## src/rtl/tcp_tx_scheduler_pkg.sv

```systemverilog
// Shared TCP transmit types: packet descriptor, requester IDs and scheduler FSM states.
package tcp_tx_scheduler_pkg;

    typedef struct packed {
        logic [31:0] seq_num;
        logic [15:0] payload_len;
        logic [7:0]  flags;
    } tcp_packet_info_s;

    localparam logic [1:0] REQ_RETX = 2'd0;
    localparam logic [1:0] REQ_CTRL = 2'd1;
    localparam logic [1:0] REQ_DATA = 2'd2;
    localparam logic [1:0] NO_GRANT = 2'd3;

    typedef enum logic [1:0] {
        IDLE      = 2'd0,
        LAUNCH    = 2'd1,
        WAIT_BUSY = 2'd2,
        WAIT_DONE = 2'd3
    } tx_state_e;

    function automatic logic [1:0] onehot_to_id(input logic [2:0] oh);
        case (oh)
            3'b001:  return REQ_RETX;
            3'b010:  return REQ_CTRL;
            3'b100:  return REQ_DATA;
            default: return NO_GRANT;
        endcase
    endfunction

endpackage

```

## src/rtl/tcp_tx_scheduler_if.sv

```systemverilog
// Requester handshake and tcp_sender launch signals of the transmit scheduler.
interface tcp_tx_scheduler_if;
    import tcp_tx_scheduler_pkg::*;

    logic [2:0]             req_valid;
    tcp_packet_info_s [2:0] req_info;
    logic [2:0]             req_ready;
    logic                   sender_start;
    tcp_packet_info_s       sender_info;
    logic                   sender_busy;
    logic [1:0]             cur_grant;
    logic                   err_timeout;
    logic [15:0]            pkts_sent;

    modport master (
        output req_valid, req_info, sender_busy,
        input  req_ready, sender_start, sender_info, cur_grant, err_timeout, pkts_sent
    );

    modport slave (
        input  req_valid, req_info, sender_busy,
        output req_ready, sender_start, sender_info, cur_grant, err_timeout, pkts_sent
    );

endinterface

```

## src/rtl/tcp_tx_scheduler_rr_arbiter.sv

```systemverilog
// Three-way round-robin arbiter with optional strict priority for requester 0.
module tcp_rr_arbiter (
    input  logic       clk,
    input  logic       rst,
    input  logic [2:0] req,
    input  logic       prio_en,
    input  logic       accept,
    output logic [2:0] grant
);
    logic [1:0] ptr;

    function automatic logic [2:0] pick(input logic [2:0] r, input logic [1:0] first);
        case (first)
            2'd0:    return r[0] ? 3'b001 : r[1] ? 3'b010 : r[2] ? 3'b100 : 3'b000;
            2'd1:    return r[1] ? 3'b010 : r[2] ? 3'b100 : r[0] ? 3'b001 : 3'b000;
            default: return r[2] ? 3'b100 : r[0] ? 3'b001 : r[1] ? 3'b010 : 3'b000;
        endcase
    endfunction

    always_comb begin
        grant = pick(req, ptr);
        if (prio_en && req[0]) grant = 3'b001;
    end

    // Pointer moves to the requester after the winner, only when the grant is taken.
    always_ff @(posedge clk) begin
        if (rst) begin
            ptr <= 2'd0;
        end else if (accept) begin
            case (grant)
                3'b001:  ptr <= 2'd1;
                3'b010:  ptr <= 2'd2;
                default: ptr <= 2'd0;
            endcase
        end
    end

endmodule

```

## src/rtl/tcp_tx_scheduler.sv

```systemverilog
// Arbitrates three packet sources onto a single tcp_sender and tracks each launch to completion.
module tcp_tx_scheduler
    import tcp_tx_scheduler_pkg::*;
#(
    parameter int START_TIMEOUT = 16,
    parameter bit PRIO_RETX     = 1'b1
) (
    input logic               clk,
    input logic               rst,
    tcp_tx_scheduler_if.slave bus
);
    localparam int TW = $clog2(START_TIMEOUT + 1);
    localparam logic [TW-1:0] TMO_LIMIT = TW'(START_TIMEOUT);

    tx_state_e        state;
    logic [TW-1:0]    tmo_cnt;
    logic [TW-1:0]    tmo_next;
    logic [2:0]       grant;
    logic [1:0]       grant_id;
    logic             accept;
    logic             start_q;
    logic             err_q;
    logic [1:0]       grant_q;
    logic [15:0]      pkts_cnt;
    tcp_packet_info_s info_q;

    tcp_rr_arbiter u_arb (
        .clk     (clk),
        .rst     (rst),
        .req     (bus.req_valid),
        .prio_en (PRIO_RETX),
        .accept  (accept),
        .grant   (grant)
    );

    // Grants are only offered while idle and the sender is free.
    assign bus.req_ready = (state == IDLE && !bus.sender_busy && !rst) ? grant : 3'b000;
    assign accept        = |bus.req_ready;
    assign grant_id      = onehot_to_id(grant);
    assign tmo_next      = (tmo_cnt == TMO_LIMIT) ? tmo_cnt : tmo_cnt + 1'b1;

    assign bus.sender_start = start_q;
    assign bus.sender_info  = info_q;
    assign bus.cur_grant    = grant_q;
    assign bus.err_timeout  = err_q;
    assign bus.pkts_sent    = pkts_cnt;

    always_ff @(posedge clk) begin
        if (rst) begin
            state    <= IDLE;
            start_q  <= 1'b0;
            err_q    <= 1'b0;
            grant_q  <= NO_GRANT;
            pkts_cnt <= 16'd0;
            info_q   <= '0;
            tmo_cnt  <= '0;
        end else begin
            start_q <= 1'b0;
            err_q   <= 1'b0;
            unique case (state)
                IDLE: begin
                    if (accept) begin
                        info_q  <= bus.req_info[grant_id];
                        grant_q <= grant_id;
                        start_q <= 1'b1;
                        state   <= LAUNCH;
                    end
                end
                LAUNCH: begin
                    tmo_cnt <= '0;
                    state   <= WAIT_BUSY;
                end
                WAIT_BUSY: begin
                    if (bus.sender_busy) begin
                        state <= WAIT_DONE;
                    end else begin
                        tmo_cnt <= tmo_next;
                        if (tmo_next == TMO_LIMIT) begin
                            err_q   <= 1'b1;
                            grant_q <= NO_GRANT;
                            state   <= IDLE;
                        end
                    end
                end
                WAIT_DONE: begin
                    if (!bus.sender_busy) begin
                        pkts_cnt <= pkts_cnt + 16'd1;
                        grant_q  <= NO_GRANT;
                        state    <= IDLE;
                    end
                end
                default: state <= IDLE;
            endcase
        end
    end

endmodule

```

## src/flat_wrapper.sv

```systemverilog
// flat-port wrapper written by rule: the top's interface ports become plain ports
module tcp_tx_scheduler_flat import tcp_tx_scheduler_pkg::*;
#(
    parameter int START_TIMEOUT = 16,
    parameter bit PRIO_RETX     = 1'b1
)
  (clk, rst, bus_req_valid, bus_req_info, bus_sender_busy, bus_req_ready, bus_sender_start, bus_sender_info, bus_cur_grant, bus_err_timeout, bus_pkts_sent);
  tcp_tx_scheduler_if bus_i ();
  input logic clk;
  input logic rst;
  input wire logic [$bits(bus_i.req_valid)-1:0] bus_req_valid;
  input wire logic [$bits(bus_i.req_info)-1:0] bus_req_info;
  input wire logic [$bits(bus_i.sender_busy)-1:0] bus_sender_busy;
  output wire logic [$bits(bus_i.req_ready)-1:0] bus_req_ready;
  output wire logic [$bits(bus_i.sender_start)-1:0] bus_sender_start;
  output wire logic [$bits(bus_i.sender_info)-1:0] bus_sender_info;
  output wire logic [$bits(bus_i.cur_grant)-1:0] bus_cur_grant;
  output wire logic [$bits(bus_i.err_timeout)-1:0] bus_err_timeout;
  output wire logic [$bits(bus_i.pkts_sent)-1:0] bus_pkts_sent;
  assign bus_i.req_valid = bus_req_valid;
  assign bus_i.req_info = bus_req_info;
  assign bus_i.sender_busy = bus_sender_busy;
  assign bus_req_ready = bus_i.req_ready;
  assign bus_sender_start = bus_i.sender_start;
  assign bus_sender_info = bus_i.sender_info;
  assign bus_cur_grant = bus_i.cur_grant;
  assign bus_err_timeout = bus_i.err_timeout;
  assign bus_pkts_sent = bus_i.pkts_sent;
  tcp_tx_scheduler #(.START_TIMEOUT(START_TIMEOUT), .PRIO_RETX(PRIO_RETX)) u_core (.clk(clk), .rst(rst), .bus(bus_i));
endmodule
```

## config.mk

```make
export PLATFORM = sky130hd
export DESIGN_NAME = tcp_tx_scheduler_flat
export DESIGN_NICKNAME = d
export VERILOG_FILES = /design/src/rtl/tcp_tx_scheduler_pkg.sv /design/src/rtl/tcp_tx_scheduler_if.sv /design/src/rtl/tcp_tx_scheduler_rr_arbiter.sv /design/src/rtl/tcp_tx_scheduler.sv /design/src/flat_wrapper.sv
export SDC_FILE = /design/constraint.sdc
export NUM_CORES = 1
export LEC_CHECK = 0
export CAP_MARGIN = 20
export CORE_UTILIZATION = 35
export CTS_CLUSTER_DIAMETER = 30
export CTS_CLUSTER_SIZE = 16
export DETAILED_ROUTE_END_ITERATION = 10
export DONT_BUFFER_PORTS = 1
export GPL_ROUTABILITY_DRIVEN = 0
export PLACE_DENSITY = 0.53
export SLEW_MARGIN = 20
export SYNTH_ARGS = -nofsm -noshare
export SYNTH_HDL_FRONTEND = slang
export SYNTH_HIERARCHICAL = 1
export SYNTH_SLANG_ARGS = --single-unit
```

## constraint.sdc

```tcl
create_clock -name clk -period 2.15 [get_ports clk]
set_input_delay 0.43 -clock clk [delete_from_list [all_inputs] [get_ports clk]]
set_output_delay 0.43 -clock clk [all_outputs]
set_load 0.02 [all_outputs]
```

**After elaboration in Yosys (flattened, before gate mapping)**

Cells that the tools add are included.

- Logic and storage cells: 73
- Input port bits: 174
- Bits in registers: 85

- Bitwise operators: 3
- $lt $le $gt $ge: 1
- Equal/unequal tests: 14
- Add/sub/neg operators: 2
- Reduce and logical (&&, ||, !) cells: 17
- Mux-type cells: 26

Operators with widths:

| kind | count |
|---|---|
| binary-select mux 56 bit (select 2 bit) | 1 |
| 2-to-1 mux 56 bit | 1 |
| 2-to-1 mux 2 bit | 9 |
| 2-to-1 mux 3 bit | 6 |
| adder 16 x 1 -> 16 bit, second input constant | 1 |
| case mux 2 bit (3 select lines) | 2 |
| == test 5 bit, second input constant | 2 |
| 2-to-1 mux 5 bit | 2 |
| case mux 5 bit (2 select lines) | 1 |
| case mux 2 bit (4 select lines) | 1 |
| AND reduction 2 bit | 3 |
| OR reduction 3 bit | 2 |
| adder 5 x 1 -> 5 bit, second input constant | 1 |
| AND reduction 5 bit | 1 |
| == test 2 x 1 -> 1 bit, second input constant | 2 |
| == test 2 bit, second input constant | 2 |
| logical NOT 2 bit | 2 |
| != test 2 x 1 -> 1 bit, second input constant | 2 |
| != test 2 bit, second input constant | 2 |
| case mux 2 bit (2 select lines) | 1 |
| OR reduction 2 bit | 2 |
| == test 3 x 1 -> 1 bit, second input constant | 1 |
| == test 3 x 2 -> 1 bit, second input constant | 1 |
| == test 3 bit, second input constant | 1 |
| 9 further kinds | 14 |

**Longest topological paths before layout**

Gate-level depths: netlist of run 1.

- Depth after elaboration: 8
- Gate-level depth with buffers: 10
- Mapped depth without buffers: 8

**Modules after synthesis**

Netlist of run 1, hierarchy kept.

Modules (own cells, without submodules):

| module | area an instance (µm²) | cells each | times used |
|---|---|---|---|
| tcp_tx_scheduler | 4337.9 | 560 | 1 |
| tcp_rr_arbiter | 153.9 | 18 | 1 |

**Worst setup path before layout of run 1**

OpenSTA, ideal clock, no wires.

- Path type: input to register
- Start point: input bus_req_valid[2]
- End point: register u_core.info_q, in the netlist u_core/bus.sender_info[0]
- Setup slack: -0.053 ns
- Stages: 10
- Arrival time: 2.118 ns
- Buffers on the path: 2
- Path through: a21oi_1 -> a31oi_1 -> nor2b_1 -> nor2b_1 -> clkbuf_1 -> clkbuf_1 -> a22oi_1 -> nor2_1 -> a21oi_1 -> a211oi_1

- Elaborated cells on any way between the ends: 14
- Classes of those cells: 3 x eq/ne; 9 x mux; 2 x reduce/logical

RTL lines:

| element | line | RTL |
|---|---|---|
| start, declared | flat_wrapper.sv:11 | `input wire logic [$bits(bus_i.req_valid)-1:0] bus_req_valid;` |
| 2-to-1 mux 3 bit (*) | tcp_tx_scheduler_rr_arbiter.sv:16 | `default: return r[2] ? 3'b100 : r[0] ? 3'b001 : r[1] ? 3'b010 : 3'b000;` |
| 2-to-1 mux 3 bit (*) | n/a |  |
| 2-to-1 mux 3 bit (*) | tcp_tx_scheduler_rr_arbiter.sv:22 | `if (prio_en && req[0]) grant = 3'b001;` |
| named net u_core.grant[1] | tcp_tx_scheduler.sv:18 | `logic [2:0] grant;` |
| == test 3 bit, or another cell as far along | tcp_tx_scheduler_pkg.sv:23 | `case (oh)` |
| case mux 2 bit (3 select lines) | tcp_tx_scheduler_pkg.sv:23 |  |
| binary-select mux 56 bit (select 2 bit) | tcp_tx_scheduler.sv:63 | `info_q <= bus.req_info[grant_id];` |
| 2-to-1 mux 56 bit (not written as such) | tcp_tx_scheduler.sv:63 |  |
| end signal, assigned | tcp_tx_scheduler.sv:63 |  |
| end, declared | tcp_tx_scheduler.sv:25 | `tcp_packet_info_s info_q;` |

The timed path passes the listed nets; every way through them passes the cells marked *. The select of a mux whose other input is x is not followed.
A chain may end at the register's enable or synchronous reset.

**Worst setup path after layout of run 1**

- Start point: register u_core.tmo_cnt[1]
- End point: register u_core.state[0]

- Word-level cells in the longest chain between the ends: 5
- Elaborated cells on any way between the ends: 6
- Classes of those cells: 1 x add/sub; 3 x eq/ne; 1 x mux; 1 x reduce/logical

RTL lines:

| element | line | RTL |
|---|---|---|
| start, declared | tcp_tx_scheduler.sv:16 | `logic [TW-1:0] tmo_cnt;` |
| start signal, assigned | tcp_tx_scheduler.sv:77 | `tmo_cnt <= tmo_next;` |
| adder 5 x 1 -> 5 bit or == test 5 bit (tied branches) | tcp_tx_scheduler.sv:40 | `assign tmo_next = (tmo_cnt == TMO_LIMIT) ? tmo_cnt : tmo_cnt + 1'b1;` |
| 2-to-1 mux 5 bit (*) | tcp_tx_scheduler.sv:40 |  |
| == test 5 bit (*) | tcp_tx_scheduler.sv:78 | `if (tmo_next == TMO_LIMIT) begin` |
| != test 3 x 2 -> 1 bit (no line) (*) | n/a |  |
| AND reduction 3 bit (no line) (*) | n/a |  |
| end signal, assigned | tcp_tx_scheduler.sv:50 | `state <= IDLE;` |
| end signal, assigned | tcp_tx_scheduler.sv:75 | `state <= WAIT_DONE;` |
| end signal, assigned | tcp_tx_scheduler.sv:81 | `state <= IDLE;` |
| end, declared | tcp_tx_scheduler.sv:15 | `tx_state_e state;` |

Every way passes the cells marked *; elsewhere a longest branch is shown, timed or not.

==> results by group, run 1 <==
Critical path
  • FF-to-FF Start: u_core/tmo_cnt[1]$_SDFFE_PP0P_
  • R2R Path End: u_core/state[0]$_SDFFE_PP0P_
  • Flop-to-flop setup slack: 0.04 ns
  • Worst reg2reg path depth: 7
  • Data required, critical path: 2.39 ns
  • Crit path DAT: 2.35 ns
  • Worst Path Max Fanout: 4
  • CP Launch Type: flop
  • CP endpoint: u_core/state[0]$_SDFFE_PP0P_
  • Worst Path Class, Setup: flop to flop
  • Worst Setup End Kind: flop
  • Worst setup path start: u_core/tmo_cnt[1]$_SDFFE_PP0P_

Yosys
  • Synthesized area: 4490 sq um
  • Post-synth EDFFs: 0
  • Register bit total from synthesis: 85
  • Synth Area per Inst: 7.77 sq um
  • Ys Warns: 6
  • Async set or reset register ratio after synthesis: 0
  • Cell variety after synth: 50
  • Predominant post-synthesis flop cell: dfxtp_1
  • Mapped Cells: 578
  • Sequential fraction of the synthesis area: 0.379

CTS
  • Htree depth: 3
  • Clk root buf: clkbuf_16
  • Worst-path clk slew: 0.07 ns
  • Clk_lat worst skew: 0.34 ns
  • Sink Count: 85
  • Max Buffers Root-to-Sink: 2
  • CTS tree: built
  • Num CTS Buffers: 9

STA
  • Post-route setup TNS: 0 ns
  • FMAX: 0.475 GHz
  • Final Max Tran Viols: 0
  • Min Tclk post-route: 2.11 ns
  • Crit share post-route: 0.980
  • Max-Slew Margin vs Limit: 0.651
  • Clock skew: 0.00389 ns
  • Slew @ Worst Pin: 0.511 ns
  • Final hold violations: 0
  • Final worst slack: 0.0433 ns
  • # setup viols final: 0

Placement
  • Post-DP HPWL: 8980 um
  • Post-Place Worst Slack: 0.0151 ns
  • PortBufs: 0
  • Post-Place Cells: 720

Final layout
  • Fin cells: 738
  • Layout cells sized above 1: 0.108
  • Area growth syn-to-layout: 15.6%
  • Final antenna diode count: 0
  • Layout Nets: 744
  • Final Util: 0.413

Power and ir drop
  • Clock Power Share: 0.317
  • Net switching power: 0.00159 W
  • Peak VDD IR: 0.303 mV
  • Comb pwr share: 0.227
  • Leak Pwr: 1.83 nW
  • Sequential power share: 0.456
  • Design Power: 0.00458 W
  • Internal cell power: 0.00300 W
  • Pwr dens: 882 nW/um^2
  • Net Sw Frac: 0.346

Floorplanning
  • Die width: 115 um
  • Standard-cell rows: 41
  • CORE AREA: 12600 sq um
  • IO Pins: 253
  • Die ar.: 13300 sq um
  • Die Height: 115 um
  • Initial Util: 0.357

Detailed routing
  • Drt pass-1 iters: 5
  • Vias: 4208
  • DRT iter0 DRCs: 231
  • DRC violations left: 0
  • Via-to-Cell Ratio: 5.70
  • Wirelength, routed: 13800 um
  • Wire length per cell: 18.7 um
  • Routed Antenna Nets: 0

GRT
  • Vias in the first global route: 3847
  • Initial antenna violation count: 0
  • Total track usage: 0.198
  • First-pass GRT wire length: 19900 um
  • Total grt overflow: 0
  • Largest net degree at the start of global routing: 92

Run status
  • Status: finished, final reports clean

Job
  • Max_cap viols: 0

Min path
  • WHS Path Cells: 1
  • Hold Crit Class: input port to flop
[worst max-delay path, stage by stage, from the launching register on]
cell and delay (ns):
dfxtp_2 0.36, inv_1 0.07, ha_2 0.20, a211o_1 0.31, o22ai_1 0.22, o22ai_2 0.13, a221o_1 0.37, a2111oi_2 0.34
[placed cells by master, fill, tap and decap left out, types with 6 or more instances in the layout]
master     synthesis  layout
nor2_1           140     139
nand3_1            7       7
xor2_1             9       9
inv_1             11      11
clkbuf_16          0      11
ha_1               8       7
dfxtp_1           85      83
a211oi_1          57      53
a22oi_1           56      56
o21ai_0            6       6
a21oi_1           65      64
buf_4              0      12
nand2_1           13      13
nor3_1             6       6
buf_12             0       8
xnor2_1            7       7
[worst min path at each step]
stage | from | endpoint
global route | bus_sender_busy | u_core/bus.err_timeout$_SDFF_PP0_
global placement | rst | u_core/bus.sender_info[15]$_SDFFE_PP0P_
finish | bus_sender_busy | u_core/bus.err_timeout$_SDFF_PP0_
CTS | rst | u_core/tmo_cnt[1]$_SDFFE_PP0P_
detailed placement | rst | u_core/bus.sender_info[52]$_SDFFE_PP0P_
floorplan | u_core/u_arb/ptr[0]$_SDFFE_PP0P_ | u_core/u_arb/ptr[0]$_SDFFE_PP0P_
[repair_timing]
item                                    CTS  global route
hold buffers                              0             0
cloned                                    1             2
endpoints found under the setup margin    2            47
resized for setup                         3            10
setup buffers                             0             0
[power groups by stage]
stage | sequential, W | combinational, W | clock [W]
2_1_floorplan | 0.00208 | 0.000743 | 0
3_3_place_gp | 0.00213 | 0.000929 | 0
3_5_place_dp | 0.00213 | 0.000950 | 0
4_1_cts | 0.00210 | 0.000969 | 0.00152
5_1_grt | 0.00211 | 0.00116 | 0.00158
6_report | 0.00209 | 0.00104 | 0.00145
[flip-flops by register name, summed over array words and instances (netlist names)]
signal and count:
u_core/bus.sender_info 56, u_core/bus.pkts_sent 16, u_core/tmo_cnt 5, u_core/bus.sender_start 1, u_core/state 2, u_core/u_arb/ptr 2
u_core/bus.cur_grant 2, u_core/bus.err_timeout 1
[cell families (layout without fill, tap and decap cells)]
logic type | Yosys count | after routing | share of synthesized area
AOI/OAI and AO/OA | 204 | 204 | 0.313
and+or+nand+nor | 199 | 199 | 0.194
DFF | 85 | 85 | 0.379
buffers and inverters | 62 | 49 | 0.0535
xor gates and xnor gates | 16 | 16 | 0.0312
adders and majority gates | 8 | 8 | 0.0223
muxes | 3 | 3 | 0.00669
other | 1 | 2 | 0.000835
[area by class of cell]
| cell class | count | area, sq um |
|---|---|---|
| repair buffers | 23 | 333 |
| clock inverters | 6 | 47.5 |
| multi-input cells | 432 | 2630 |
| flip-flops and latches | 85 | 1700 |
| clock buffers | 9 | 225 |
| fillers | 1280 | 7370 |
| well taps | 172 | 215 |
| inverters | 11 | 41.3 |
[cells in the mapped netlist (2+ instances only)]
master | number | area [sq um]
o32ai_1 | 2 | 17.5
mux2i_1 | 3 | 30.0
nor2_1 | 140 | 526
nor2b_1 | 7 | 43.8
nand4_1 | 3 | 18.8
nor3_1 | 6 | 30.0
a211oi_1 | 57 | 428
and4_1 | 2 | 17.5
and3_1 | 4 | 25.0
nand3b_1 | 2 | 15.0
a311oi_1 | 2 | 17.5
xnor2_1 | 7 | 61.3
or3_1 | 4 | 25.0
buf_1 | 4 | 15.0
a21oi_1 | 65 | 325
xor2_1 | 9 | 78.8
nand2_1 | 13 | 48.8
o21ai_0 | 6 | 30.0
ha_1 | 8 | 100
nand3_1 | 7 | 35.0
inv_1 | 11 | 41.3
a22oi_1 | 56 | 420
clkbuf_1 | 46 | 173
dfxtp_1 | 85 | 1700
nor4_1 | 4 | 25.0
[metrics by stage]
| stage | hold WS (ns) | area, sq um |
|---|---|---|
| after floorplan | 0.503 | 4500 |
| after global placement | 0.515 | 4790 |
| after detailed placement | 0.518 | 4790 |
| after CTS | 0.136 | 5100 |
| after global routing | 0.136 | 5190 |
| final | 0.166 | 5190 |
[routing by layer]
metal | global-route usage | routed length, um
met1 | 0.218 | 5420
met2 | 0.355 | 7150
met3 | 0.0633 | 1080
met4 | 0.0727 | 174
met5 | 0 | 0
(Power assumes the default switching activity.)
==> run 2: changes to the inputs <==
PLACE_DENSITY = not set   (was 0.53)
==> results by group, run 2 (synthesis results as in run 1) <==
Run status
  • Status: finished, final reports clean

Power and ir drop
  • Pwr dens: 912 nW/um^2 (+3.3%)
  • Internal cell power: 0.00309 W (+3.1%)
  • Leak Pwr: 1.81 nW (-0.92%)
  • Net Sw Frac: 0.340 (-0.00677)
  • Peak VDD IR: 0.435 mV (+44%)
  • Sequential power share: 0.449 (-0.007)
  • Clock Power Share: 0.342 (+0.025)
  • Net switching power: 0.00159 W (about the same)
  • Design Power: 0.00468 W (+2.1%)
  • Comb pwr share: 0.209 (-0.018)

GRT
  • Initial antenna violation count: 0 (unchanged)
  • Largest net degree at the start of global routing: 92 (unchanged)
  • Total track usage: 0.193 (-0.00453)
  • Vias in the first global route: 3741 (-2.8%)
  • Total grt overflow: 0 (unchanged)
  • First-pass GRT wire length: 19600 um (-1.8%)

Detailed routing
  • Wirelength, routed: 13700 um (-0.84%)
  • Vias: 4160 (-1.1%)
  • Wire length per cell: 18.6 um (-0.70%)
  • Routed Antenna Nets: 0 (unchanged)
  • DRC violations left: 0 (unchanged)
  • Via-to-Cell Ratio: 5.64 (-1.0%)
  • DRT iter0 DRCs: 282 (+22%)
  • Drt pass-1 iters: 5 (unchanged)

Floorplanning
  • IO Pins: 253 (unchanged)
  • Initial Util: 0.357 (unchanged)
  • Die width: 115 um (unchanged)
  • CORE AREA: 12600 sq um (unchanged)
  • Die ar.: 13300 sq um (unchanged)
  • Standard-cell rows: 41 (unchanged)
  • Die Height: 115 um (unchanged)

STA
  • # setup viols final: 0 (unchanged)
  • Crit share post-route: 0.957 (-0.0232)
  • Final Max Tran Viols: 0 (unchanged)
  • Final hold violations: 0 (unchanged)
  • Slew @ Worst Pin: 0.525 ns (+0.0139 ns)
  • Max-Slew Margin vs Limit: 0.641 (-0.00952)
  • Min Tclk post-route: 2.06 ns (-0.0498 ns)
  • Clock skew: 0.00643 ns (+0.00254 ns)
  • FMAX: 0.486 GHz (+2.4%)

CTS
  • Sink Count: 85 (unchanged)
  • Htree depth: 3 (unchanged)
  • Clk root buf: clkbuf_16
  • Num CTS Buffers: 9 (unchanged)
  • Max Buffers Root-to-Sink: 2 (unchanged)
  • Setup Fix Bufs, Post-CTS: 0 (unchanged)
  • CTS tree: built
  • Hold_buf cts: 0 (unchanged)
  • Clk_lat worst skew: 0.35 ns (about the same)
  • Worst-path clk slew: 0.07 ns (about the same)

Critical path
  • R2R Path End: u_core/state[0]$_SDFFE_PP0P_
  • FF-to-FF Start: u_core/tmo_cnt[1]$_SDFFE_PP0P_
  • Worst Path Max Fanout: 4 (unchanged)
  • Worst Path Class, Setup: flop to flop
  • Worst Setup End Kind: flop
  • Flop-to-flop setup slack: 0.09 ns (+0.05 ns)
  • CP Launch Type: flop
  • Worst reg2reg path depth: 7 (unchanged)
  • Crit path DAT: 2.31 ns (-0.04 ns)
  • Data required, critical path: 2.41 ns (+0.02 ns)

Job
  • Max_cap viols: 0 (unchanged)

Final layout
  • Storage element area: 1700 sq um (unchanged)
  • Layout cells sized above 1: 0.0973 (-0.0104)
  • Final antenna diode count: 0 (unchanged)
  • Fin cells: 737 (-0.14%)
  • Area growth syn-to-layout: 14.2%
  • Commonest non-fill, non-tap cell in the layout: nor2_1
  • Layout Nets: 742 (-0.27%)
  • Max reg flops: 56 (unchanged)
  • Most frequent cells in the layout: nor2_1, dfxtp_1, a21oi_1
  • Area occupied by multi-input gates: 2610 sq um (-0.81%)
  • Fill cells: 1313 (+2.6%)

Placement
  • PortBufs: 0 (unchanged)
  • Post-DP HPWL: 9430 um (+5.0%)
  • Post-Place Cells: 719 (-0.14%)

Min path
  • WHS Path Cells: 1 (unchanged)
  • Worst hold start: bus_sender_busy
  • Hold Crit Class: input port to flop
  • Min-Delay Endpoint: u_core/bus.err_timeout$_SDFF_PP0_
==> run 2: cell count changes in the layout (fill, tap and decap cells not counted), sizes merged <==
| cell | delta |
|---|---|
| buf | -1 |
| bufbuf | -1 |
| bufinv | +1 |
| clkbuf | +1 |
| inv | -1 |
==> run 2: cell type report <==
type	count	share of cell area
Clock buffer	10	0.0446
Clock inverter	6	0.0139
Inverter	11	0.00805
Multi-Input combinational cell	432	0.508
Sequential cell	85	0.332
Tap cell	172	0.0420
Timing Repair Buffer	21	0.0512
==> run 2: worst max path at each step <==
stage	endpoint	depth (start not counted)	from
global placement	u_core/state[0]$_SDFFE_PP0P_	7	u_core/tmo_cnt[1]$_SDFFE_PP0P_
floorplan	u_core/bus.sender_info[0]$_SDFFE_PP0P_	10	bus_req_valid[2]
detailed placement	u_core/state[0]$_SDFFE_PP0P_	7	u_core/tmo_cnt[1]$_SDFFE_PP0P_
finish	u_core/state[0]$_SDFFE_PP0P_	7	u_core/tmo_cnt[1]$_SDFFE_PP0P_
CTS	u_core/state[0]$_SDFFE_PP0P_	7	u_core/tmo_cnt[1]$_SDFFE_PP0P_
global route	bus_req_ready[2]	5	u_core/u_arb/ptr[0]$_SDFFE_PP0P_
==> run 2: critical path, stage by stage, from the launching register on <==
cell and delay [ns]:
dfxtp_2 0.34, inv_1 0.08, ha_1 0.24, nand2b_4 0.08
a2111oi_4 0.36, o22ai_2 0.14, a221o_1 0.38, a2111oi_2 0.34
==> run 2: per-layer routing <==
layer | vias up | global-route usage | share of wire
li1 | 2065 | - | -
met1 | 1901 | 0.227 | 0.40
met2 | 179 | 0.322 | 0.50
met3 | 15 | 0.0701 | 0.086
met4 | 0 | 0.0753 | 0.016
met5 | - | 0 | 0
==> run 2: repair_timing <==
| action | CTS | global route |
|---|---|---|
| gates cloned | 0 | 2 |
| endpoints found under the setup margin | 1 | 16 |
| gates resized for setup | 2 | 8 |
| pin swaps | 0 | 0 |
==> run 2: power by group through the flow <==
stage / clock network, W / registers, W / logic [W]
floorplan: 0 / 0.00208 / 0.000743
global placement: 0 / 0.00214 / 0.000906
detailed placement: 0 / 0.00214 / 0.000932
CTS: 0.00165 / 0.00211 / 0.000935
global route: 0.00171 / 0.00212 / 0.00109
finish: 0.00160 / 0.00210 / 0.000977
==> run 2: through the flow <==
| step | setup WS (ns) | TNS (ns) | hold slack [ns] | cell area, sq um | utilization |
|---|---|---|---|---|---|
| final | 0.0931 | 0 | 0.157 | 5130 | 0.408 |
| after global routing | -0.00779 | -0.00929 | 0.140 | 5130 | 0.408 |
| after CTS | 0.00203 | 0 | 0.138 | 5050 | 0.402 |
| after detailed placement | 0.0258 | 0 | 0.521 | 4740 | 0.378 |
| after global placement | 0.0861 | 0 | 0.515 | 4740 | 0.378 |
| after floorplan | -0.0532 | -1.54 | 0.503 | 4500 | - |
==> run 3: changes to the inputs <==
RECOVER_POWER = 100   (was not set)
==> results by group, run 3 (synthesis results as in run 1) <==
Placement
  • Post-Place Cells: 719 (unchanged)
  • Post-DP HPWL: 9430 um (unchanged)
  • PortBufs: 0 (unchanged)
  • Placed Area: 4740 sq um (unchanged)

Floorplanning
  • Initial Util: 0.357 (unchanged)
  • Die Height: 115 um (unchanged)
  • Die width: 115 um (unchanged)
  • Die ar.: 13300 sq um (unchanged)
  • IO Pins: 253 (unchanged)
  • Standard-cell rows: 41 (unchanged)
  • CORE AREA: 12600 sq um (unchanged)

Job
  • Max_cap viols: 0 (unchanged)

Power and ir drop
  • Peak VDD IR: 0.434 mV (-0.21%)
  • Pwr dens: 914 nW/um^2 (+0.27%)
  • Leak Pwr: 1.78 nW (-1.6%)

Critical path
  • Worst setup path start: u_core/tmo_cnt[1]$_SDFFE_PP0P_
  • R2R Path End: u_core/state[0]$_SDFFE_PP0P_
  • Worst reg2reg path depth: 7 (unchanged)
  • Data required, critical path: 2.40 ns (about the same)
  • CP Launch Type: flop
  • Flop-to-flop setup slack: 0.09 ns (about the same)
  • FF-to-FF Start: u_core/tmo_cnt[1]$_SDFFE_PP0P_
  • Worst Path Class, Setup: flop to flop
  • CP endpoint: u_core/state[0]$_SDFFE_PP0P_
  • Crit path DAT: 2.32 ns (about the same)
  • Worst Setup End Kind: flop
  • Worst Path Max Fanout: 4 (unchanged)

CTS
  • Htree depth: 3 (unchanged)
  • Clk root buf: clkbuf_16
  • Max Buffers Root-to-Sink: 2 (unchanged)
  • Hold_buf cts: 0 (unchanged)
  • CTS tree: built
  • Clk_lat worst skew: 0.35 ns (about the same)
  • Sink Count: 85 (unchanged)
  • Num CTS Buffers: 9 (unchanged)
  • Setup Fix Bufs, Post-CTS: 0 (unchanged)
  • Worst-path clk slew: 0.07 ns (about the same)

Final layout
  • Commonest non-fill, non-tap cell in the layout: nor2_1
  • Finished Cell Area: 5100 sq um (-0.66%)
  • Layout cells sized above 1: 0.0867 (-0.0106)
  • Most frequent cells in the layout: nor2_1, dfxtp_1, a21oi_1
  • Final antenna diode count: 0 (unchanged)
  • Fin cells: 737 (unchanged)
  • Layout Nets: 742 (unchanged)
  • Area growth syn-to-layout: 13.5%
  • Max reg flops: 56 (unchanged)

Detailed routing
  • Wire length per cell: 18.6 um (about the same)
  • Routed Antenna Nets: 0 (unchanged)
  • Vias: 4153 (-0.17%)
  • Wirelength, routed: 13700 um (about the same)
  • Via-to-Cell Ratio: 5.64 (-0.17%)
  • DRC violations left: 0 (unchanged)
  • Drt pass-1 iters: 4 (-1)
  • DRT iter0 DRCs: 285 (+1.1%)

STA
  • FMAX: 0.484 GHz (-0.38%)
  • Clock skew: 0.00624 ns (-0.000187 ns)
  • # setup viols final: 0 (unchanged)
  • Slew @ Worst Pin: 0.527 ns (+0.00242 ns)
  • Crit share post-route: 0.960 (+0.00367)
  • Final Max Tran Viols: 0 (unchanged)
  • Max-Slew Margin vs Limit: 0.640 (-0.00165)
  • Post-route setup TNS: 0 ns (unchanged)
  • Min Tclk post-route: 2.06 ns (+0.00789 ns)
  • Final hold violations: 0 (unchanged)
  • Worst hold margin: 0.163 ns (+0.00510 ns)

Run status
  • Status: finished, final reports clean

GRT
  • Largest net degree at the start of global routing: 92 (unchanged)
  • Total track usage: 0.193 (unchanged)
  • Vias in the first global route: 3741 (unchanged)
  • Initial antenna violation count: 0 (unchanged)
  • First-pass GRT wire length: 19600 um (unchanged)
  • Total grt overflow: 0 (unchanged)

Min path
  • Hold Crit Class: input port to flop
-- run 3: cell count changes in the layout (fill, tap and decap cells not counted) --
cell | before | now
buf_4 | 13 | 6
clkbuf_1 | 1 | 7
buf_12 | 5 | 4
buf_6 | 0 | 1
clkbuf_2 | 0 | 1
-- run 3: worst min-delay path by stage --
stage / startpoint / to / slack [ns] / cells after the start
6_report: bus_sender_busy / u_core/bus.err_timeout$_SDFF_PP0_ / 0.16 / 1
4_1_cts: rst / u_core/tmo_cnt[2]$_SDFFE_PP0P_ / 0.14 / 1
2_1_floorplan: u_core/u_arb/ptr[0]$_SDFFE_PP0P_ / u_core/u_arb/ptr[0]$_SDFFE_PP0P_ / 0.50 / 2
5_1_grt: rst / u_core/bus.pkts_sent[11]$_SDFFE_PP0P_ / 0.14 / 1
3_5_place_dp: rst / u_core/bus.pkts_sent[15]$_SDFFE_PP0P_ / 0.52 / 1
3_3_place_gp: u_core/u_arb/ptr[0]$_SDFFE_PP0P_ / u_core/u_arb/ptr[0]$_SDFFE_PP0P_ / 0.52 / 2
-- run 3: per-stage QoR --
step	setup WS [ns]	utilization	total power (W)
global placement	0.0861	0.378	0.00304
detailed placement	0.0258	0.378	0.00307
global route	-0.00779	0.405	0.00491
floorplan	-0.0532	-	0.00282
CTS	0.00203	0.402	0.00469
finish	0.0852	0.405	0.00466
-- run 3: power by group --
part	internal, W	leakage, nW	switching (W)
logic	0.000410	0.943	0.000555
clock network	0.000911	0.145	0.000683
registers	0.00176	0.693	0.000344
-- run 3: area by class of cell --
class / count / area [sq um]
Clock buffer: 10 / 229
Sequential cell: 85 / 1700
Tap cell: 172 / 215
Timing Repair Buffer: 21 / 229
Clock inverter: 6 / 71.3
Inverter: 11 / 41.3
Multi-Input combinational cell: 432 / 2610
Fill cell: 1317 / 7470
-- run 3: metal layers --
metal / GRT usage / vias to the layer above / part of all wire / wire length (um)
met5: 0 / - / 0 / 0
met3: 0.0701 / 14 / 0.082 / 1130
met4: 0.0753 / 0 / 0.014 / 199
met1: 0.227 / 1897 / 0.40 / 5530
met2: 0.322 / 175 / 0.50 / 6870
li1: - / 2067 / - / -
-- run 3: timing repair --
item                                    CTS  global route
resized for setup                         2             8
endpoints found under the setup margin    1            16
cloned                                    0             2
-- run 3: critical path: stages (launching register included) --
cell and delay (ns):
dfxtp_2 0.34, inv_1 0.08, ha_1 0.24, nand2b_4 0.08, a2111oi_4 0.37, o22ai_2 0.14
a221o_1 0.38, a2111oi_2 0.34
